**src/rtl/seq_det_scheduler.sv**
```systemverilog
// Round-robin scheduler that time-shares one serial sequence detector and reports per-word hit counts.
// Optional SEQ_DET_SCHED_FIRST_HIT_EN adds rsp_first_o, the window index of the first flag (DW if none).
module seq_det_scheduler #(
    parameter int NREQ     = 2,
    parameter int IDW      = 1,
    parameter int DW       = 16,
    parameter int CNTW     = 5,
    parameter int FLAG_LAT = 1
) (
    input  logic               clk_i,
    input  logic               rst_i,
    input  logic [NREQ-1:0]    req_valid_i,
    input  logic [NREQ*DW-1:0] req_data_i,
    output logic [NREQ-1:0]    req_ready_o,
    output logic               det_a_o,
    output logic               det_clr_o,
    input  logic               det_flag_i,
    output logic               rsp_valid_o,
    input  logic               rsp_ready_i,
    output logic [IDW-1:0]     rsp_id_o,
    output logic [CNTW-1:0]    rsp_hits_o,
`ifdef SEQ_DET_SCHED_FIRST_HIT_EN
    output logic [CNTW-1:0]    rsp_first_o,
`endif
    output logic               busy_o
);

    localparam int CYCW = $clog2(DW + FLAG_LAT + 1);
    localparam logic [CYCW-1:0] LAT_C      = CYCW'(FLAG_LAT);
    localparam logic [CYCW-1:0] SHIFT_LAST = CYCW'(DW - 1);
    localparam logic [CYCW-1:0] DRAIN_LAST = CYCW'(DW + FLAG_LAT - 1);

    typedef enum logic [2:0] {
        S_IDLE,
        S_CLR,
        S_SHIFT,
        S_DRAIN,
        S_RESP
    } state_e;

    state_e          state_q, state_d;
    logic [IDW-1:0]  ptr_q, ptr_d;
    logic [IDW-1:0]  id_q, id_d;
    logic [DW-1:0]   shreg_q, shreg_d;
    logic [CNTW-1:0] hits_q, hits_d;
    logic [CYCW-1:0] cyc_q, cyc_d;
`ifdef SEQ_DET_SCHED_FIRST_HIT_EN
    logic [CNTW-1:0] first_q, first_d;
`endif

    logic            grant_vld;
    logic [IDW-1:0]  grant_id;
    logic [DW-1:0]   grant_word;
    logic            in_window;

    function automatic logic [CNTW-1:0] sat_inc(input logic [CNTW-1:0] v);
        return (&v) ? v : v + CNTW'(1);
    endfunction

    // Two passes give "first valid at or after the pointer, then wrap".
    always_comb begin
        grant_vld  = 1'b0;
        grant_id   = '0;
        grant_word = '0;
        for (int k = 0; k < NREQ; k++) begin
            if (!grant_vld && req_valid_i[k] && (k >= int'(ptr_q))) begin
                grant_vld  = 1'b1;
                grant_id   = IDW'(k);
                grant_word = req_data_i[k*DW +: DW];
            end
        end
        for (int k = 0; k < NREQ; k++) begin
            if (!grant_vld && req_valid_i[k] && (k < int'(ptr_q))) begin
                grant_vld  = 1'b1;
                grant_id   = IDW'(k);
                grant_word = req_data_i[k*DW +: DW];
            end
        end
    end

    // cyc_q counts from SHIFT cycle 0; the window trails it by FLAG_LAT.
    assign in_window = ((state_q == S_SHIFT) || (state_q == S_DRAIN)) && (cyc_q >= LAT_C);

    always_comb begin
        state_d = state_q;
        ptr_d   = ptr_q;
        id_d    = id_q;
        shreg_d = shreg_q;
        hits_d  = hits_q;
        cyc_d   = cyc_q;
`ifdef SEQ_DET_SCHED_FIRST_HIT_EN
        first_d = first_q;
`endif
        case (state_q)
            S_IDLE: begin
                if (grant_vld) begin
                    id_d    = grant_id;
                    shreg_d = grant_word;
                    ptr_d   = (int'(grant_id) == NREQ - 1) ? '0 : grant_id + IDW'(1);
                    state_d = S_CLR;
                end
            end
            S_CLR: begin
                hits_d  = '0;
                cyc_d   = '0;
`ifdef SEQ_DET_SCHED_FIRST_HIT_EN
                first_d = CNTW'(DW);
`endif
                state_d = S_SHIFT;
            end
            S_SHIFT: begin
                shreg_d = shreg_q >> 1;
                cyc_d   = cyc_q + CYCW'(1);
                if (cyc_q == SHIFT_LAST) begin
                    state_d = S_DRAIN;
                end
            end
            S_DRAIN: begin
                cyc_d = cyc_q + CYCW'(1);
                if (cyc_q == DRAIN_LAST) begin
                    state_d = S_RESP;
                end
            end
            S_RESP: begin
                if (rsp_ready_i) begin
                    state_d = S_IDLE;
                end
            end
            default: state_d = S_IDLE;
        endcase

        if (in_window && det_flag_i) begin
            hits_d = sat_inc(hits_q);
`ifdef SEQ_DET_SCHED_FIRST_HIT_EN
            if (first_q == CNTW'(DW)) begin
                first_d = CNTW'(cyc_q - LAT_C);
            end
`endif
        end
    end

    always_ff @(posedge clk_i) begin
        if (rst_i) begin
            state_q <= S_IDLE;
            ptr_q   <= '0;
            id_q    <= '0;
            shreg_q <= '0;
            hits_q  <= '0;
            cyc_q   <= '0;
`ifdef SEQ_DET_SCHED_FIRST_HIT_EN
            first_q <= '0;
`endif
        end else begin
            state_q <= state_d;
            ptr_q   <= ptr_d;
            id_q    <= id_d;
            shreg_q <= shreg_d;
            hits_q  <= hits_d;
            cyc_q   <= cyc_d;
`ifdef SEQ_DET_SCHED_FIRST_HIT_EN
            first_q <= first_d;
`endif
        end
    end

    assign req_ready_o = ((state_q == S_IDLE) && grant_vld) ? (NREQ'(1) << grant_id) : '0;
    assign det_a_o     = (state_q == S_SHIFT) && shreg_q[0];
    assign det_clr_o   = (state_q == S_CLR);
    assign rsp_valid_o = (state_q == S_RESP);
    assign rsp_id_o    = id_q;
    assign rsp_hits_o  = hits_q;
    assign busy_o      = (state_q != S_IDLE);
`ifdef SEQ_DET_SCHED_FIRST_HIT_EN
    assign rsp_first_o = first_q;
`endif

endmodule

```
**config.mk**
```make
export PLATFORM = sky130hd
export DESIGN_NAME = seq_det_scheduler
export DESIGN_NICKNAME = d
export VERILOG_FILES = /design/src/rtl/seq_det_scheduler.sv
export SDC_FILE = /design/constraint.sdc
export NUM_CORES = 1
export LEC_CHECK = 0
export CAP_MARGIN = 20
export CORE_MARGIN = 5
export CORE_UTILIZATION = 30
export CTS_BUF_LIST = sky130_fd_sc_hd__clkbuf_4 sky130_fd_sc_hd__clkbuf_8
export CTS_CLUSTER_SIZE = 40
export DETAILED_ROUTE_END_ITERATION = 10
export PLACE_DENSITY_LB_ADDON = 0.12
export SLEW_MARGIN = 30
export SYNTH_ARGS = -nofsm -noshare
export SYNTH_HDL_FRONTEND = slang
export SYNTH_SLANG_ARGS = --single-unit
```
**constraint.sdc**
```tcl
create_clock -name clk_i -period 3.3 [get_ports clk_i]
set_input_delay 0.66 -clock clk_i [delete_from_list [all_inputs] [get_ports clk_i]]
set_output_delay 0.66 -clock clk_i [all_outputs]
set_load 0.02 [all_outputs]
```
==> impl_metrics.py, run 1 <==
metrics = {
    "pwr": {
        "share_comb_of_total_power_pct": 25.7,
        "p_leak_nw": 0.866,
        "intPower_mw": 0.737,
        "ir_drop_mv": 0.189,
        "switching_share_pct": 29.1,
        "power_density_nw_per_um2": 457,
        "switching_power_mw": 0.302,
        "p_clk_share_pct": 31.7,
        "p_seq_share_pct": 42.5,
    },
    "synth": {
        "syn_avg_cell_area_um2": 8.17,
        "synth.largest_area_cell": "dfxtp_1",
        "synth-simple-area-share_pct": 28.4,
        "synth-xor-area-share_pct": 0,
        "syn_inst": 199,
        "synthMuxAreaShare_pct": 1.38,
        "yosys_warnings": 0,
        "synth_compound_area_share_pct": 20.7,
        "ys_seq_area_share_pct": 38.2,
        "synthAdderAreaFrac_pct": 4.62,
        "synth_area_um2": 1630,
        "ys_types": 41,
        "yosysTopAreaCellShare_pct": 38.2,
        "synth_top_family_by_area": "simple AND/OR/NAND/NOR gates",
        "syn-num-nets": 243,
        "yosys-top-cells-area": "dfxtp_1, nor2_1, a221oi_1",
        "synth_seq_cells": 31,
    },
    "timing": {
        "skew_ns": 0.00546,
        "setup_viol": 0,
        "hold_viol_final": 0,
        "max_freq_mhz": 345,
        "tns_ns": 0,
        "period_needed_ns": 2.90,
        "rsz0062_at_grt": "false",
        "final_max_slew_viol_count": 0,
        "max_slew_margin_pct": 49.3,
        "finalCritPeriodShare_pct": 87.9,
        "tightest_slew_ns": 0.760,
        "setup_slack_ns": 0.398,
    },
    "detailed_routing": {
        "ant_nets": 0,
        "drt_wl_total_um": 4400,
        "detail_route.wl_per_cell_um": 13.9,
        "drc": 0,
        "drt_iter0_markers": 94,
        "viasPerCell": 5.15,
        "drt_first_pass_iters": 4,
        "dr_total_vias": 1632,
    },
    "layout": {
        "finalNetCount": 290,
        "diodes": 0,
        "fin_util_pct": 44.0,
        "drive_gt1_share_pct": 8.50,
        "final_common_cell": "clkdlybuf4s50_1",
        "final_cell_mix": "clkdlybuf4s50_1, nor2_1, dfxtp_1, nor4_1, a221oi_1",
        "area_delta_synth_final_pct": 39.8,
    },
    "clock_tree": {
        "cts_root_buf": "clkbuf_8",
        "cts_resized": 0,
        "post_cts_buffers": 0,
        "clock-sinks": 31,
        "cts_buffer_depth": 2,
        "ctsHtreeMaxLevel": 2,
        "cts_hold_buf": 0,
        "cts_tree": "done",
        "worstSkewPairLatency_ns": 0.28,
        "cts_buffers": 5,
        "clk_pin_slew_ns": 0.06,
    },
    "critical_path": {
        "critical_path_class": "primary input to output port",
        "worst_path_most_repeated_cell": "clkdlybuf4s50_1",
        "arrival_ns": 2.24,
        "slowest_delay_ns": 0.60,
        "cp_num_buf_inv": 2,
        "cpLargestDelayFamily": "buffers and inverters",
        "path_max_fanout": 7,
        "critical-path-slowest-cell": "clkdlybuf4s50_1",
        "worstSetupEndpointType": "output port",
        "worstPathCellList": "clkdlybuf4s50_1 > a21boi_1 > and2_1 > clkdlybuf4s50_1",
        "cp.required_ns": 2.64,
        "cp-start-kind": "primary input",
    },
    "floorplan": {
        "die_y_um": 83.6,
        "die_w_um": 83.6,
        "core-area_um2": 5170,
        "start_util_pct": 31.4,
        "die-area_um2": 6990,
        "io_pins": 50,
        "rows": 26,
    },
    "grt": {
        "grt_pass1_vias": 1526,
        "grt_max_degree": 19,
        "grt_usage_pct": 12.8,
        "grt-ovfl-total": 0,
        "grt_first_pass_wirelength_um": 7410,
        "grt_antenna_before_repair": 0,
    },
    "placement": {
        "port_buffers": 49,
        "pre_cts_slack_ns": 0.396,
        "dp_hpwl_um": 3230,
        "place_congestion": 0.748,
    },
    "job": {
        "maxCapViolCount": 0,
    },
    "run_status": {
        "outcome": "finished clean",
    },
    "hold_path": {
        "min_path_type": "register to register",
    },
}
[worst reg2reg max path, stage by stage (launching register included)]
cell and delay (ns):
dfxtp_1 0.34, ha_1 0.23, and3_1 0.19, ha_1 0.20, a2111o_1 0.39, or3_1 0.37
a31oi_1 0.12
[routing by layer]
metal | track usage, % | share of wire [%]
met5 | 0 | 0
met4 | 3.51 | 1.1
met3 | 5.23 | 6.2
met2 | 19.7 | 45
met1 | 16.3 | 48
[synthesized netlist by cell type (all sizes together)]
library cell,instances
a22oi,2
or3,1
a21oi,10
nor3,6
a2111o,1
dfxtp,31
inv,11
and3,3
and2,2
a31o,1
nand2,4
a311oi,1
nor2,44
nand3,9
a32oi,4
a221oi,14
nor3b,1
buf,5
or3b,1
nor2b,3
ha,6
a2111oi,2
nand2b,3
nor4,15
a31oi,2
a21boi,1
clkbuf,8
and4,1
o21ai,4
a32o,1
mux2,2
[power by group through the flow]
stage / sequential, mW / clock, mW / combinational [mW]
2_1_floorplan: 0.443 / 0 / 0.173
3_3_place_gp: 0.450 / 0 / 0.268
3_5_place_dp: 0.450 / 0 / 0.270
4_1_cts: 0.442 / 0.341 / 0.272
5_1_grt: 0.447 / 0.367 / 0.299
6_report: 0.442 / 0.330 / 0.268
[logic make-up (layout without fill, tap and decap cells)]
group,after synthesis,in the layout
AOI/OAI and AO/OA,43,43
adders and majority gates,6,6
buffers and inverters,24,72
DFF,31,31
muxes,2,2
and+or+nand+nor,93,93
[flip-flops by register name, indices dropped and copies added, names as in the netlist]
| register | count |
|---|---|
| cyc_q | 5 |
| rsp_id_o | 1 |
| ptr_q | 1 |
| shreg_q | 16 |
| state_q | 3 |
| rsp_hits_o | 5 |
[through the flow]
stage / instances / cell area (µm²) / hold WS [ns] / power [mW]
6_report: 317 / 2270 / 0.496 / 1.04
5_1_grt: 317 / 2270 / 0.520 / 1.11
4_1_cts: 317 / 2270 / 0.499 / 1.06
3_5_place_dp: 309 / 2170 / 0.486 / 0.720
3_3_place_gp: 309 / 2170 / 0.482 / 0.717
2_1_floorplan: 199 / 1630 / 0.463 / 0.616
[worst paths after layout]
check                           slack [ns]                         end                       start  depth (start not counted)
worst max-delay path                  0.40              req_ready_o[0]              req_valid_i[0]                          4
worst min-delay path                  0.50    shreg_q[11]$_SDFFE_PP0P_    shreg_q[11]$_SDFFE_PP0P_                          2
worst max register to register        1.39  rsp_hits_o[3]$_SDFFE_PP0P_  rsp_hits_o[0]$_SDFFE_PP0P_                          6
worst min register to register        0.50    shreg_q[11]$_SDFFE_PP0P_    shreg_q[11]$_SDFFE_PP0P_                          2
[area by class of cell]
cell class / instances / area, µm²
tap: 70 / 87.6
sequential: 31 / 621
inverter: 11 / 41.3
clock buffer: 8 / 104
fill: 526 / 2900
timing repair buffer: 53 / 520
multi-input combinational: 144 / 900
(Power assumes the default switching activity.)
==> run 2, diff against run 1 <==
Settings changed: CORE_MARGIN 5 to unset.
==> run 2 against run 1 <==
Compared with the run above:
- largest cell class unchanged
- first-iteration DRC count is 12% lower
- flip-flop and latch count stayed put
- global-route usage is 3.0 points higher
- cell area decreased by 0.50%
- clock skew fell by 0.00094 ns
- total power fell by 2.8%
- combinational power down 2%
- register-to-register slack got worse by 0.05 ns
- highest routed layer unchanged
==> impl_metrics.py, run 2 (synthesis gave the netlist of run 1 again) <==
metrics = {
    "layout": {
        "largest_reg_flops": 16,
        "area_delta_synth_final_pct": 39.1,
        "diodes": 0,
        "final_common_cell": "clkdlybuf4s50_1",
        "final_cell_mix": "clkdlybuf4s50_1, nor2_1, dfxtp_1, nor4_1, a221oi_1",
        "fin_cells": 318,
        "finalNetCount": 291,
        "fin_area_um2": 2260,
        "fin_util_pct": 43.7,
        "largest_register": "shreg_q",
        "drive_gt1_share_pct": 8.47,
    },
    "critical_path": {
        "worstPathCellList": "clkdlybuf4s50_1 > a21boi_1 > and2_1 > clkdlybuf4s50_1",
        "worstSetupEndpointType": "output port",
        "cp.required_ns": 2.64,
        "r2r-start": "state_q[1]$_SDFFE_PP0P_",
        "cpLargestDelayFamily": "buffers and inverters",
        "slowest_delay_ns": 0.61,
        "cp-start-kind": "primary input",
        "critical-path-slowest-cell": "clkdlybuf4s50_1",
        "critical_path_class": "primary input to output port",
        "worst_path_most_repeated_cell": "clkdlybuf4s50_1",
        "arrival_ns": 2.24,
        "startpoint": "req_valid_i[0]",
        "path_max_fanout": 7,
        "cp_num_buf_inv": 2,
    },
    "grt": {
        "grt-ovfl-total": 0,
        "grt_pass1_vias": 1413,
        "grt_first_pass_wirelength_um": 6710,
        "grt_antenna_before_repair": 0,
        "grt_usage_pct": 15.7,
        "grt_max_degree": 18,
    },
    "pwr": {
        "intPower_mw": 0.704,
        "p_total_mw": 1.01,
        "switching_power_mw": 0.307,
        "ir_drop_mv": 0.174,
        "switching_share_pct": 30.3,
        "power_density_nw_per_um2": 447,
        "p_seq_share_pct": 44.3,
        "share_comb_of_total_power_pct": 25.9,
        "p_clk_share_pct": 29.8,
        "p_leak_nw": 0.863,
    },
    "clock_tree": {
        "cts_hold_buf": 0,
        "cts_buffer_depth": 2,
        "cts_tree": "done",
        "cts_root_buf": "clkbuf_8",
        "clock-sinks": 31,
        "clk_pin_slew_ns": 0.06,
        "cts_resized": 0,
        "cts_buffers": 5,
        "ctsHtreeMaxLevel": 2,
        "post_cts_buffers": 0,
        "worstSkewPairLatency_ns": 0.28,
    },
    "hold_path": {
        "min_path_type": "register to register",
        "min_from": "rsp_hits_o[4]$_SDFFE_PP0P_",
    },
    "placement": {
        "placed_cells": 310,
        "dp_hpwl_um": 2960,
        "port_buffers": 49,
        "place_area_um2": 2170,
        "place_congestion": 0.746,
    },
    "detailed_routing": {
        "drt_iter0_markers": 83,
        "drt_first_pass_iters": 4,
        "drt_wl_total_um": 4080,
        "drc": 0,
        "ant_nets": 0,
        "detail_route.wl_per_cell_um": 12.8,
        "viasPerCell": 5.05,
        "dr_total_vias": 1607,
    },
    "job": {
        "maxCapViolCount": 0,
    },
    "floorplan": {
        "die_y_um": 75.6,
        "die-area_um2": 5720,
        "core-area_um2": 5170,
        "rows": 26,
        "start_util_pct": 31.4,
        "die_w_um": 75.6,
        "io_pins": 50,
    },
    "timing": {
        "rsz0062_at_grt": "false",
        "max_slew_margin_pct": 51.3,
        "setup_viol": 0,
        "final_max_slew_viol_count": 0,
        "hold_viol_final": 0,
        "tns_ns": 0,
        "max_freq_mhz": 345,
        "tightest_slew_ns": 0.730,
        "period_needed_ns": 2.90,
        "skew_ns": 0.00452,
        "finalCritPeriodShare_pct": 87.9,
    },
    "run_status": {
        "outcome": "finished clean",
    },
}
-- run 2: layer usage --
layer  global-route usage, %  part of all wire [%]  up-vias
met1                    22.2                    51      735
li1                        -                     -      828
met3                    4.37                   4.1        6
met4                    5.56                   1.3        0
met2                    22.9                    43       38
met5                       0                     0        -
-- run 2: area by class of cell --
class / count / area (µm²)
Fill cell: 535 / 2910
Multi-Input combinational cell: 144 / 896
Sequential cell: 31 / 621
Timing Repair Buffer: 54 / 528
Tap cell: 70 / 87.6
Clock buffer: 7 / 83.8
Inverter: 11 / 41.3
Clock inverter: 1 / 5.00
-- run 2: power by group through the flow --
stage	registers, mW	clock network [mW]	logic, mW
after CTS	0.447	0.309	0.265
final	0.447	0.301	0.262
after detailed placement	0.454	0	0.264
after global routing	0.453	0.332	0.296
after floorplan	0.443	0	0.173
after global placement	0.454	0	0.264
-- run 2: per-stage QoR --
| stage | setup WS (ns) | hold slack, ns |
|---|---|---|
| after floorplan | 0.868 | 0.463 |
| after global placement | 0.397 | 0.479 |
| after detailed placement | 0.382 | 0.483 |
| after CTS | 0.382 | 0.493 |
| after global routing | 0.273 | 0.516 |
| final | 0.399 | 0.492 |
-- run 2: path summary, 6_finish.rpt --
check,slack (ns),endpoint,depth (start not counted)
hold reg to reg,0.49,rsp_hits_o[4]$_SDFFE_PP0P_,2
hold / removal,0.49,rsp_hits_o[4]$_SDFFE_PP0P_,2
setup reg to reg,1.34,shreg_q[3]$_SDFFE_PP0P_,5
setup / recovery,0.40,req_ready_o[0],4
-- run 2: tightest hold or removal path, cell delays in order (launching register included) --
cell and delay (ns):
dfxtp_1 0.32, nand3_1 0.06, a21oi_1 0.06
